===== src/rtl/tone_decoder_if.sv =====
// ---------------------------------------------------------------------------
// tone_decoder_if
// Bundles the tone input pin and the decoded-tone status outputs of the
// tone decoder into one interface.
//
//   tone_in   : square-wave tone input. It may be asynchronous to clk.
//   tone_code : 0 = none/lost, 1..6 = decoded tone.
//   valid     : high while tone_code is in 1..6.
//   changed   : one-cycle pulse on every tone_code transition.
//   led       : active-low one-hot LED pattern (code k in 1..5 -> bit k-1 low).
//
// Modports:
//   master : the side that drives the tone pin and reads the status
//            (the surrounding system or a testbench).
//   slave  : the decoder itself.
// ---------------------------------------------------------------------------
interface tone_decoder_if;
  logic       tone_in;
  logic [2:0] tone_code;
  logic       valid;
  logic       changed;
  logic [4:0] led;

  modport master (
    output tone_in,
    input  tone_code,
    input  valid,
    input  changed,
    input  led
  );

  modport slave (
    input  tone_in,
    output tone_code,
    output valid,
    output changed,
    output led
  );
endinterface


===== src/rtl/tone_decoder.sv =====
// ---------------------------------------------------------------------------
// tone_decoder
// Receive end of the key-selected buzzer tone link. The block measures the
// time between successive edges of the incoming square wave (the half-period,
// H). It classifies each H against the six tone windows. When MATCH_N
// consecutive half-periods agree, it reports the matching tone.
//
// Tone k (k = 1..6) has a nominal half-period of H_k = k*BASE+1 clocks.
// A measurement belongs to class k when |H - H_k| <= TOL. Any other value
// belongs to class 7 (invalid).
//
// Ports:
//   clk   : system clock
//   rst_n : asynchronous active-low reset
//   bus   : tone_decoder_if.slave. It carries tone_in (input) and
//           tone_code / valid / changed / led (outputs).
//
// Timing: an edge on tone_in becomes visible 2-3 clocks later as cycle E,
// the cycle in which the synchronised level differs from its delayed copy.
// H is latched at the end of E. It is classified, and the run and decision
// logic is updated, at the end of E+1. The outputs are therefore visible
// from E+2.
// ---------------------------------------------------------------------------
module tone_decoder #(
  parameter int BASE    = 100_000,
  parameter int TOL     = 1_000,
  parameter int MATCH_N = 4,
  parameter int TIMEOUT = 2_000_000
) (
  input  logic           clk,
  input  logic           rst_n,
  tone_decoder_if.slave  bus
);

  localparam int             RUN_W   = $clog2(MATCH_N + 1);
  localparam logic [RUN_W-1:0] RUN_MAX = RUN_W'(MATCH_N);
  localparam logic [RUN_W-1:0] RUN_ONE = RUN_W'(1);
  localparam logic [31:0]    CNT_MAX = 32'(TIMEOUT);
  localparam logic [2:0]     CLS_BAD = 3'd7;

  typedef enum logic [1:0] {
    ST_IDLE,    // no reference edge seen since reset/timeout
    ST_ARMED,   // primed, waiting for the first measurement
    ST_TRACK,   // measuring, no tone currently reported
    ST_LOCKED   // measuring with a valid tone reported
  } state_t;

  // Synchroniser and edge detection
  logic s1_q, s2_q, s3_q;
  logic edge_w;

  // Half-period measurement
  logic [31:0] cnt_q, cnt_d;
  logic [31:0] h_q;
  logic        meas_q;    // h_q holds a fresh measurement this cycle
  logic        timeout_w;

  // Classification
  logic [5:0] match_w;
  logic [2:0] cls_w;

  // Decoder state
  state_t           state_q, state_d;
  logic [2:0]       cand_q, cand_d;
  logic [RUN_W-1:0] run_q, run_d;
  logic [2:0]       code_q, code_d;
  logic             valid_q, valid_d;
  logic             changed_q, changed_d;
  logic [4:0]       led_q, led_d;

  // The pin is asynchronous. s1/s2 resolve metastability. s3 is a delayed
  // copy of s2, used to detect edges of either polarity.
  always_ff @(posedge clk or negedge rst_n) begin
    if (!rst_n) begin
      s1_q <= 1'b0;
      s2_q <= 1'b0;
      s3_q <= 1'b0;
    end else begin
      s1_q <= bus.tone_in;
      s2_q <= s1_q;
      s3_q <= s2_q;
    end
  end

  assign edge_w = s2_q ^ s3_q;

  // An edge in the same cycle as a timeout wins: the count restarts and no
  // loss is declared.
  assign timeout_w = (cnt_q == CNT_MAX) && !edge_w;

  // The counter clears on an edge. It saturates at TIMEOUT, so that a
  // stalled input keeps reporting the timeout condition and never wraps.
  always_comb begin
    cnt_d = cnt_q;
    if (edge_w) begin
      cnt_d = '0;
    end else if (cnt_q != CNT_MAX) begin
      cnt_d = cnt_q + 32'd1;
    end
  end

  // H = cnt+1 at the edge is the number of clocks since the previous edge.
  // The priming edge (in IDLE) updates h_q but does not raise meas_q, so its
  // value is never classified.
  always_ff @(posedge clk or negedge rst_n) begin
    if (!rst_n) begin
      cnt_q  <= '0;
      h_q    <= '0;
      meas_q <= 1'b0;
    end else begin
      cnt_q  <= cnt_d;
      meas_q <= edge_w && (state_q != ST_IDLE);
      if (edge_w) begin
        h_q <= cnt_q + 32'd1;
      end
    end
  end

  // One tolerance window per tone. TOL < BASE/2, so the windows are
  // disjoint and at most one bit of match_w is set.
  genvar gi;
  generate
    for (gi = 0; gi < 6; gi++) begin : g_win
      localparam logic [31:0] WIN_LO = 32'((gi + 1) * BASE + 1 - TOL);
      localparam logic [31:0] WIN_HI = 32'((gi + 1) * BASE + 1 + TOL);
      assign match_w[gi] = (h_q >= WIN_LO) && (h_q <= WIN_HI);
    end
  endgenerate

  always_comb begin
    cls_w = CLS_BAD;
    for (int k = 0; k < 6; k++) begin
      if (match_w[k]) begin
        cls_w = 3'(k + 1);
      end
    end
  end

  function automatic logic [4:0] led_of(input logic [2:0] code);
    logic [4:0] pat;
    case (code)
      3'd1:    pat = 5'b11110;
      3'd2:    pat = 5'b11101;
      3'd3:    pat = 5'b11011;
      3'd4:    pat = 5'b10111;
      3'd5:    pat = 5'b01111;
      default: pat = 5'b11111;  // 0 (none) and 6 (no key) light nothing
    endcase
    return pat;
  endfunction

  // Next-state, run tracking and output decision
  always_comb begin
    state_d   = state_q;
    cand_d    = cand_q;
    run_d     = run_q;
    code_d    = code_q;
    valid_d   = valid_q;
    changed_d = 1'b0;

    if (timeout_w) begin
      // Input stalled: forget all history. The next edge only re-primes.
      state_d = ST_IDLE;
      cand_d  = 3'd0;
      run_d   = '0;
      if (valid_q) begin
        code_d    = 3'd0;
        valid_d   = 1'b0;
        changed_d = 1'b1;
      end
    end else begin
      if (edge_w && (state_q == ST_IDLE)) begin
        state_d = ST_ARMED;
      end

      if (meas_q) begin
        if (state_q == ST_ARMED) begin
          state_d = ST_TRACK;
        end

        if (cls_w == cand_q) begin
          if (run_q < RUN_MAX) begin
            run_d = run_q + 1'b1;
          end
        end else begin
          cand_d = cls_w;
          run_d  = RUN_ONE;
        end

        // The decision uses the updated run. The cand != code test stops a
        // saturated run from pulsing changed again on later edges.
        if (run_d == RUN_MAX) begin
          if ((cand_d != CLS_BAD) && (cand_d != code_q)) begin
            code_d    = cand_d;
            valid_d   = 1'b1;
            changed_d = 1'b1;
            state_d   = ST_LOCKED;
          end else if ((cand_d == CLS_BAD) && valid_q) begin
            code_d    = 3'd0;
            valid_d   = 1'b0;
            changed_d = 1'b1;
            state_d   = ST_TRACK;
          end
        end
      end
    end

    // led follows the next code, so it switches in the same cycle as
    // tone_code.
    led_d = led_of(code_d);
  end

  always_ff @(posedge clk or negedge rst_n) begin
    if (!rst_n) begin
      state_q   <= ST_IDLE;
      cand_q    <= 3'd0;
      run_q     <= '0;
      code_q    <= 3'd0;
      valid_q   <= 1'b0;
      changed_q <= 1'b0;
      led_q     <= 5'b11111;
    end else begin
      state_q   <= state_d;
      cand_q    <= cand_d;
      run_q     <= run_d;
      code_q    <= code_d;
      valid_q   <= valid_d;
      changed_q <= changed_d;
      led_q     <= led_d;
    end
  end

  assign bus.tone_code = code_q;
  assign bus.valid     = valid_q;
  assign bus.changed   = changed_q;
  assign bus.led       = led_q;

endmodule


===== src/flat_wrapper.sv =====
// flat-port wrapper written by rule: the top's interface ports become plain ports
module tone_decoder_flat 
#(
  parameter int BASE    = 100_000,
  parameter int TOL     = 1_000,
  parameter int MATCH_N = 4,
  parameter int TIMEOUT = 2_000_000
)
  (clk, rst_n, bus_tone_in, bus_tone_code, bus_valid, bus_changed, bus_led);
  tone_decoder_if bus_i ();
  input  logic clk;
  input  logic rst_n;
  input wire logic [$bits(bus_i.tone_in)-1:0] bus_tone_in;
  output wire logic [$bits(bus_i.tone_code)-1:0] bus_tone_code;
  output wire logic [$bits(bus_i.valid)-1:0] bus_valid;
  output wire logic [$bits(bus_i.changed)-1:0] bus_changed;
  output wire logic [$bits(bus_i.led)-1:0] bus_led;
  assign bus_i.tone_in = bus_tone_in;
  assign bus_tone_code = bus_i.tone_code;
  assign bus_valid = bus_i.valid;
  assign bus_changed = bus_i.changed;
  assign bus_led = bus_i.led;
  tone_decoder #(.BASE(BASE), .TOL(TOL), .MATCH_N(MATCH_N), .TIMEOUT(TIMEOUT)) u_core (.clk(clk), .rst_n(rst_n), .bus(bus_i));
endmodule

===== config.mk =====
export PLATFORM = sky130hd
export DESIGN_NAME = tone_decoder_flat
export DESIGN_NICKNAME = d
export VERILOG_FILES = /design/src/rtl/tone_decoder_if.sv /design/src/rtl/tone_decoder.sv /design/src/flat_wrapper.sv
export SDC_FILE = /design/constraint.sdc
export NUM_CORES = 1
export LEC_CHECK = 0
export ABC_AREA = 1
export BUFFER_PORTS_ARGS = -buffer_cell sky130_fd_sc_hd__buf_2
export CAP_MARGIN = 10
export CORE_ASPECT_RATIO = 0.9
export CORE_MARGIN = 8
export CORE_UTILIZATION = 55
export CTS_CLUSTER_DIAMETER = 100
export CTS_CLUSTER_SIZE = 40
export DETAILED_ROUTE_END_ITERATION = 16
export GPL_ROUTABILITY_DRIVEN = 0
export PLACE_DENSITY = 0.82
export REMOVE_ABC_BUFFERS = 1
export SLEW_MARGIN = 40
export SYNTH_ARGS = -nofsm -noshare
export SYNTH_HDL_FRONTEND = slang
export SYNTH_SLANG_ARGS = --single-unit

===== constraint.sdc =====
create_clock -name clk -period 2.62 [get_ports clk]
set_clock_uncertainty 0.1 [all_clocks]
set_input_delay 0.131 -clock clk [delete_from_list [all_inputs] [get_ports clk]]
set_output_delay 0.131 -clock clk [all_outputs]
set_load 0.01 [all_outputs]

* Word level (Yosys, flattened, before mapping)
Index checks and enable logic that the tools add are counted.
** Word-level totals
- Bits in registers :: 86
- Bits of input ports :: 3
- Output and inout port bits :: 10
- Word-level logic and storage cells :: 105
** Operators by class
- $add $sub $neg :: 2
- Magnitude comparators :: 13
- Eq/ne operators :: 13
- Multiplexer cells :: 44
- Bitwise gates (word level) :: 1
- Reductions and logical operators :: 19
** Operators by type and width (number)
- 32-bit by 19-bit greater-or-equal comparator with 1-bit output, second input constant :: 3
- 32-bit by 19-bit less-or-equal comparator with 1-bit output, second input constant :: 3
- 3-bit two-way mux :: 23
- 32-bit two-way mux :: 2
- 32-bit by 1-bit adder with 32-bit output, second input constant :: 1
- 32-bit by 21-bit equality test with 1-bit output, second input constant :: 1
- 32-bit by 17-bit greater-or-equal comparator with 1-bit output, second input constant :: 1
- 32-bit by 18-bit greater-or-equal comparator with 1-bit output, second input constant :: 1
- 32-bit by 20-bit greater-or-equal comparator with 1-bit output, second input constant :: 1
- 32-bit by 17-bit less-or-equal comparator with 1-bit output, second input constant :: 1
- 32-bit by 18-bit less-or-equal comparator with 1-bit output, second input constant :: 1
- 32-bit by 20-bit less-or-equal comparator with 1-bit output, second input constant :: 1
- 32-bit by 21-bit inequality test with 1-bit output, second input constant :: 1
- 5-bit case mux with 5 select lines :: 1
- 2-bit two-way mux :: 7
- 3-bit equality test, second input constant :: 4
- 1-bit logical AND :: 11
- 1-bit two-way mux :: 11
- 2-bit nonzero test :: 4
- 3-bit by 2-bit equality test with 1-bit output, second input constant :: 2
- 3-bit by 1-bit adder with 3-bit output, second input constant :: 1
- 3-bit by 1-bit equality test with 1-bit output, second input constant :: 1
- 3-bit equality test :: 1
- 3-bit less-than comparator, second input constant :: 1
- 8 further kinds :: 8

* Depth between registers and ports, before layout
- Depth after elaboration :: 21
- Gate-level depth with buffers :: 24
- Depth with buffers taken out :: 23

* Worst setup path before layout
No wires, ideal clock.
- Path type :: register -> register
- Start point :: reg u_core.h_q[6]
- End point :: reg u_core.led_q[0] (netlist: u_core.bus.led[0])
- Arrival time :: 2.214 ns
- Required time :: 2.436 ns
- Path slack :: 0.223 ns
- Stages on the path, launching flop included :: 20
- Buffers on the path :: 1
- Clock period less this slack :: 2.397 ns
- Cells stage by stage :: dfrtp_1 > buf_2 > nor2_2 > nand2_1 > nor2_1 > nor2_1 > nand2_1 > nand3_1 > nor2_2 > nor2_4 > nand3_1 > nand2_1 > nor2_4 > nand4_4 > nor2_4 > nand2_1 > nand2_1 > nor2_2 > nor2_4 > nand3_1
** On the way
- Word-level cells in the longest chain between the ends :: 21
- Elaborated cells between the ends (all ways) :: 48
- Classes of those cells :: 12 x order compare; 10 x eq/ne; 18 x mux; 8 x reduce/logical
** Ends and longest elaborated chain
- from (decl) :: RTL line tone_decoder.sv:54 : logic [31:0] h_q;
- from (signal assigned) :: RTL line tone_decoder.sv:114 : h_q <= cnt_q + 32'd1;
- 32-bit by 17-bit greater-or-equal comparator with 1-bit output / 32-bit by 17-bit less-or-equal comparator with 1-bit output (equally long branches) :: RTL line tone_decoder.sv:126 : assign match_w[gi] = (h_q >= WIN_LO) && (h_q <= WIN_HI);
- 1-bit logical AND :: RTL line tone_decoder.sv:126
- 3-bit two-way mux (5 in series) :: RTL line tone_decoder.sv:133 : if (match_w[k]) begin
- 3-bit two-way mux (*) :: RTL line tone_decoder.sv:133
- 3-bit equality test :: RTL line tone_decoder.sv:181 : if (cls_w == cand_q) begin
- 3-bit two-way mux :: RTL line tone_decoder.sv:181
- 3-bit two-way mux :: RTL line tone_decoder.sv:176 : if (meas_q) begin
- 3-bit two-way mux :: RTL line tone_decoder.sv:161 : if (timeout_w) begin
- (+3 left out)
- 3-bit two-way mux :: RTL line tone_decoder.sv:193 : if ((cand_d != CLS_BAD) && (cand_d != code_q)) begin
- 3-bit two-way mux (*) :: RTL line tone_decoder.sv:192 : if (run_d == RUN_MAX) begin
- 3-bit two-way mux (*) :: RTL line tone_decoder.sv:176
- 3-bit two-way mux (*) :: RTL line tone_decoder.sv:161
- named net u_core.code_d[0] :: RTL line tone_decoder.sv:66 : logic [2:0] code_q, code_d;
- 3-bit equality test, or another cell as far along :: RTL line tone_decoder.sv:141 : case (code)
- 5-bit case mux with 5 select lines (*) :: RTL line tone_decoder.sv:141
- named net u_core.led_d[0] :: RTL line tone_decoder.sv:69 : logic [4:0] led_q, led_d;
- to (signal assigned) :: RTL line tone_decoder.sv:229 : led_q <= led_d;
- to (decl) :: RTL line tone_decoder.sv:69
Mark *: on every way through the listed nets, which the timed path passes. The rest lies on a longest branch. The select of a mux whose other input is x is not followed.
A chain may end at the register's enable or synchronous reset.

* Worst setup path in the final report
- Start point :: reg u_core.h_q[28]
- End point :: reg u_core.led_q[4] (netlist: u_core.bus.led[4])
** On the way
- Word-level cells in the longest chain between the ends :: 21
- Elaborated cells between the ends (all ways) :: 48
- Classes of those cells :: 12 x order compare; 10 x eq/ne; 18 x mux; 8 x reduce/logical
** Ends and longest elaborated chain
- 32-bit by 17-bit greater-or-equal comparator with 1-bit output / 32-bit by 17-bit less-or-equal comparator with 1-bit output (equally long branches) :: RTL line tone_decoder.sv:126
- 1-bit logical AND :: RTL line tone_decoder.sv:126
- 3-bit two-way mux (5 in series) :: RTL line tone_decoder.sv:133
- 3-bit two-way mux (*) :: RTL line tone_decoder.sv:133
- 3-bit equality test :: RTL line tone_decoder.sv:181
- 3-bit two-way mux :: RTL line tone_decoder.sv:181
- 3-bit two-way mux :: RTL line tone_decoder.sv:176
- 3-bit two-way mux :: RTL line tone_decoder.sv:161
- (+2 left out)
- 3-bit two-way mux :: RTL line tone_decoder.sv:198 : end else if ((cand_d == CLS_BAD) && valid_q) begin
- 3-bit two-way mux :: RTL line tone_decoder.sv:193
- 3-bit two-way mux (*) :: RTL line tone_decoder.sv:192
- 3-bit two-way mux (*) :: RTL line tone_decoder.sv:176
- 3-bit two-way mux (*) :: RTL line tone_decoder.sv:161
- 3-bit equality test, or another cell as far along :: RTL line tone_decoder.sv:141
- 5-bit case mux with 5 select lines (*) :: RTL line tone_decoder.sv:141
- named net u_core.led_d[4] :: RTL line tone_decoder.sv:69
Marks and branches as above.

==> metrics.cfg <==
[die]
die_h_um = 112
core_area_um2 = 10100
die_x_um = 123
start_util = 0.556
rows = 35
die-area_um2 = 13700
ios = 13

[setup_path]
startpoint_type = register
r2r_end = u_core.bus.led[4]$_DFF_PN1_
ff2ff_setup_slack_ns = -0.35
crit_arrival_ns = 3.14
r2r_cells = 18
worstPathRequired_ns = 2.78
critPathKind = reg -> reg
critPathMaxFanout = 5
cp-end-kind = register
regToRegStartpoint = u_core.h_q[28]$_DFFE_PN0N_

[drt]
drc_errors = 0
drtAntennaViolNets = 0
met1_length_um = 7420
met2_length_um = 8760
vias = 6622
wl_um = 19300
via_per_inst = 6.09
drtPass1Iterations = 6
top_layer = met4
wl_met3_um = 2250
drtIter0Drc = 978
wire_per_inst_um = 17.8

[sta]
tightestPinTransition_ns = 0.553
finalWorstSetupSlack_ns = -0.354
rsz0062_at_grt = yes
finalHoldViolations = 0
fin_crit_ns = 2.97
max-slew-margin-rel = 0.628
setup_violations = 14
tns_ns = -3.43
period_share = 1.13
slew_violations = 0
max_freq_mhz = 336

[clock_network]
clock-sinks = 86
cts.path.max_buffers = 2
cts_buffers = 9
clk_pin_slew_worst_paths_ns = 0.06
root_buffer = clkbuf_16
clock_latency_ns = 0.35
htreeDepth = 3
cts_tree = yes

[synthesis]
synth_top_cell_by_area = dfrtp_1
ys_ff_latch = 86
synth_area_leaders = dfrtp_1 (36%), nand2_1 (15%), nor2_1 (7.1%)
synth_top_area_share = 0.361
yosysSeqAreaShare = 0.384
ys_warn_count = 0
synth.distinct_cells = 40
synth_cells = 823
synth_area_um2 = 5620
syn_avg_cell_area_um2 = 6.83

[finish]
drive_gt1_frac = 0.344
stdcell_area_um2 = 7690
n_antenna_cell = 0
nets = 962
utilization = 0.760
synthToLayoutAreaGrowth_pct = 36.8

[place]
placed_area_um2 = 6350
io_buffers = 12
dp_hpwl_um = 12100
pre_cts_ws_ns = -0.154

[run_status]
status = finished with violations
violations = negative setup slack

[grt]
antenna_found_initial = 0
grt_max_degree = 59
grt_pass1_wl_um = 27400
overflow = 0
groute.usage.overall = 0.249
grt_pass1_vias = 5755

[worst_hold_path]
hp-class = in -> async

[pwr]
finalPower_w = 0.00282
power_density_nw_per_um2 = 367
power.leakage_nw = 3.65
ir_drop_uv = 487

[flow_run]
max_cap_violations = 0

## critical path, cell delays in order, from the launching register on
cell and delay [ns]:
dfrtp_1 0.41, nor2_4 0.16, nand4_4 0.17, buf_6 0.17
nor4_4 0.31, buf_4 0.18, nand2_1 0.05, nand2_1 0.06
nand2_1 0.07, nand2_1 0.10, nand2_1 0.08, nor2_2 0.19
nand4_1 0.20, nand2_2 0.12, nand3_2 0.09, nand2_2 0.10
nand3_2 0.10, nand2_4 0.12, nand3_1 0.11
## Yosys cell counts
cell,count
nor3_1,28
or2_1,1
nor4_1,15
nor2_1,106
o21ai_0,48
a21oi_2,1
nand2_1,222
nand2_4,1
o21ai_1,11
nand4_4,1
nand4_2,1
nand4_1,30
nor2_4,4
inv_1,87
and3_1,1
nor3_2,5
clkinv_1,2
o22ai_1,5
ha_1,3
o21bai_1,1
o211ai_1,3
dfrtp_1,81
nor3_4,1
nand3b_1,1
nand3_2,2
a21oi_1,16
xnor2_1,3
a21boi_0,1
a22o_1,1
clkbuf_1,9
nor4_2,1
xor2_1,17
nand3_1,67
nand2_2,6
inv_2,14
buf_2,4
dfstp_2,5
o31ai_1,1
nor2_2,14
a31oi_1,3
## flip-flops by register name, indices dropped and copies added, names as in the netlist
name / flops
u_core.h_q: 32
u_core.cand_q: 3
u_core.meas_q: 1
u_core.run_q: 3
u_core.cnt_q: 32
u_core.state_q: 2
u_core.bus.tone_code: 3
u_core.bus.valid: 1
u_core.s1_q: 1
u_core.bus.changed: 1
u_core.bus.led: 5
u_core.s3_q: 1
u_core.s2_q: 1
## how the worst max path moves through the flow
| stage | start | endpoint | slack (ns) | cells past startpoint |
|---|---|---|---|---|
| final | u_core.h_q[28]$_DFFE_PN0N_ | u_core.bus.led[4]$_DFF_PN1_ | -0.35 | 18 |
| after global routing | u_core.h_q[28]$_DFFE_PN0N_ | u_core.bus.led[4]$_DFF_PN1_ | -0.47 | 18 |
| after CTS | u_core.cnt_q[0]$_DFFE_PN0N_ | u_core.h_q[21]$_DFFE_PN0N_ | -0.02 | 16 |
| after detailed placement | u_core.h_q[22]$_DFFE_PN0N_ | u_core.bus.led[4]$_DFF_PN1_ | -0.15 | 17 |
| after global placement | u_core.h_q[22]$_DFFE_PN0N_ | u_core.bus.led[2]$_DFF_PN1_ | -0.09 | 17 |
| after floorplan | u_core.s3_q$_DFF_PN0_ | u_core.bus.led[1]$_DFF_PN1_ | -0.66 | 12 |
## repair_timing
action,CTS,global route
pin swaps,18,53
hold buffers,2,0
endpoints found under the hold margin,53,0
setup buffers,21,25
cloned,1,0
setup endpoints to repair,15,38
gates resized for setup,56,124
## layout by cell type, fill, tap and decap left out, types with 19 or more instances in the layout
cell / instances
dfrtp_1: 70
nor2_4: 26
nand2_2: 32
nor3_1: 19
inv_1: 80
nand2_1: 192
nor2_1: 76
nand3_2: 22
nor2_2: 22
o21ai_0: 47
nand4_1: 30
buf_4: 113
nand3_1: 45
## report_power, final
group	switching (W)	internal, W	total, W
Sequential	0.0000334	0.00136	0.00140
Clock	0.000517	0.000659	0.00118
Combinational	0.000165	0.0000844	0.000249
Total	0.000715	0.00211	0.00282
## layout make-up
class / instances / area, um2
fillers: 639 / 2430
repair buffers: 134 / 1030
clock buffers: 11 / 243
clock inverters: 3 / 22.5
inverters: 103 / 398
multi-input cells: 622 / 3660
well taps: 129 / 161
flip-flops and latches: 86 / 2170
## routing by layer
metal / vias up / GRT usage
met4: 0 / 0.0990
met3: 113 / 0.0602
met2: 475 / 0.385
met5: - / 0
li1: 2967 / -
met1: 3067 / 0.327
## metrics by stage
step,hold slack (ns),instances
floorplan,-0.265,810
global placement,0.139,1024
detailed placement,0.141,1024
CTS,0.254,1062
global route,0.192,1088
finish,0.164,1088
## logic make-up after synthesis
group / synth area share
flops: 0.384
compound gates: 0.0868
fa+ha+maj: 0.00668
simple gates: 0.413
xor+xnor: 0.0312
buf+inv: 0.0783
No activity file was read; power rests on OpenSTA's default activity.
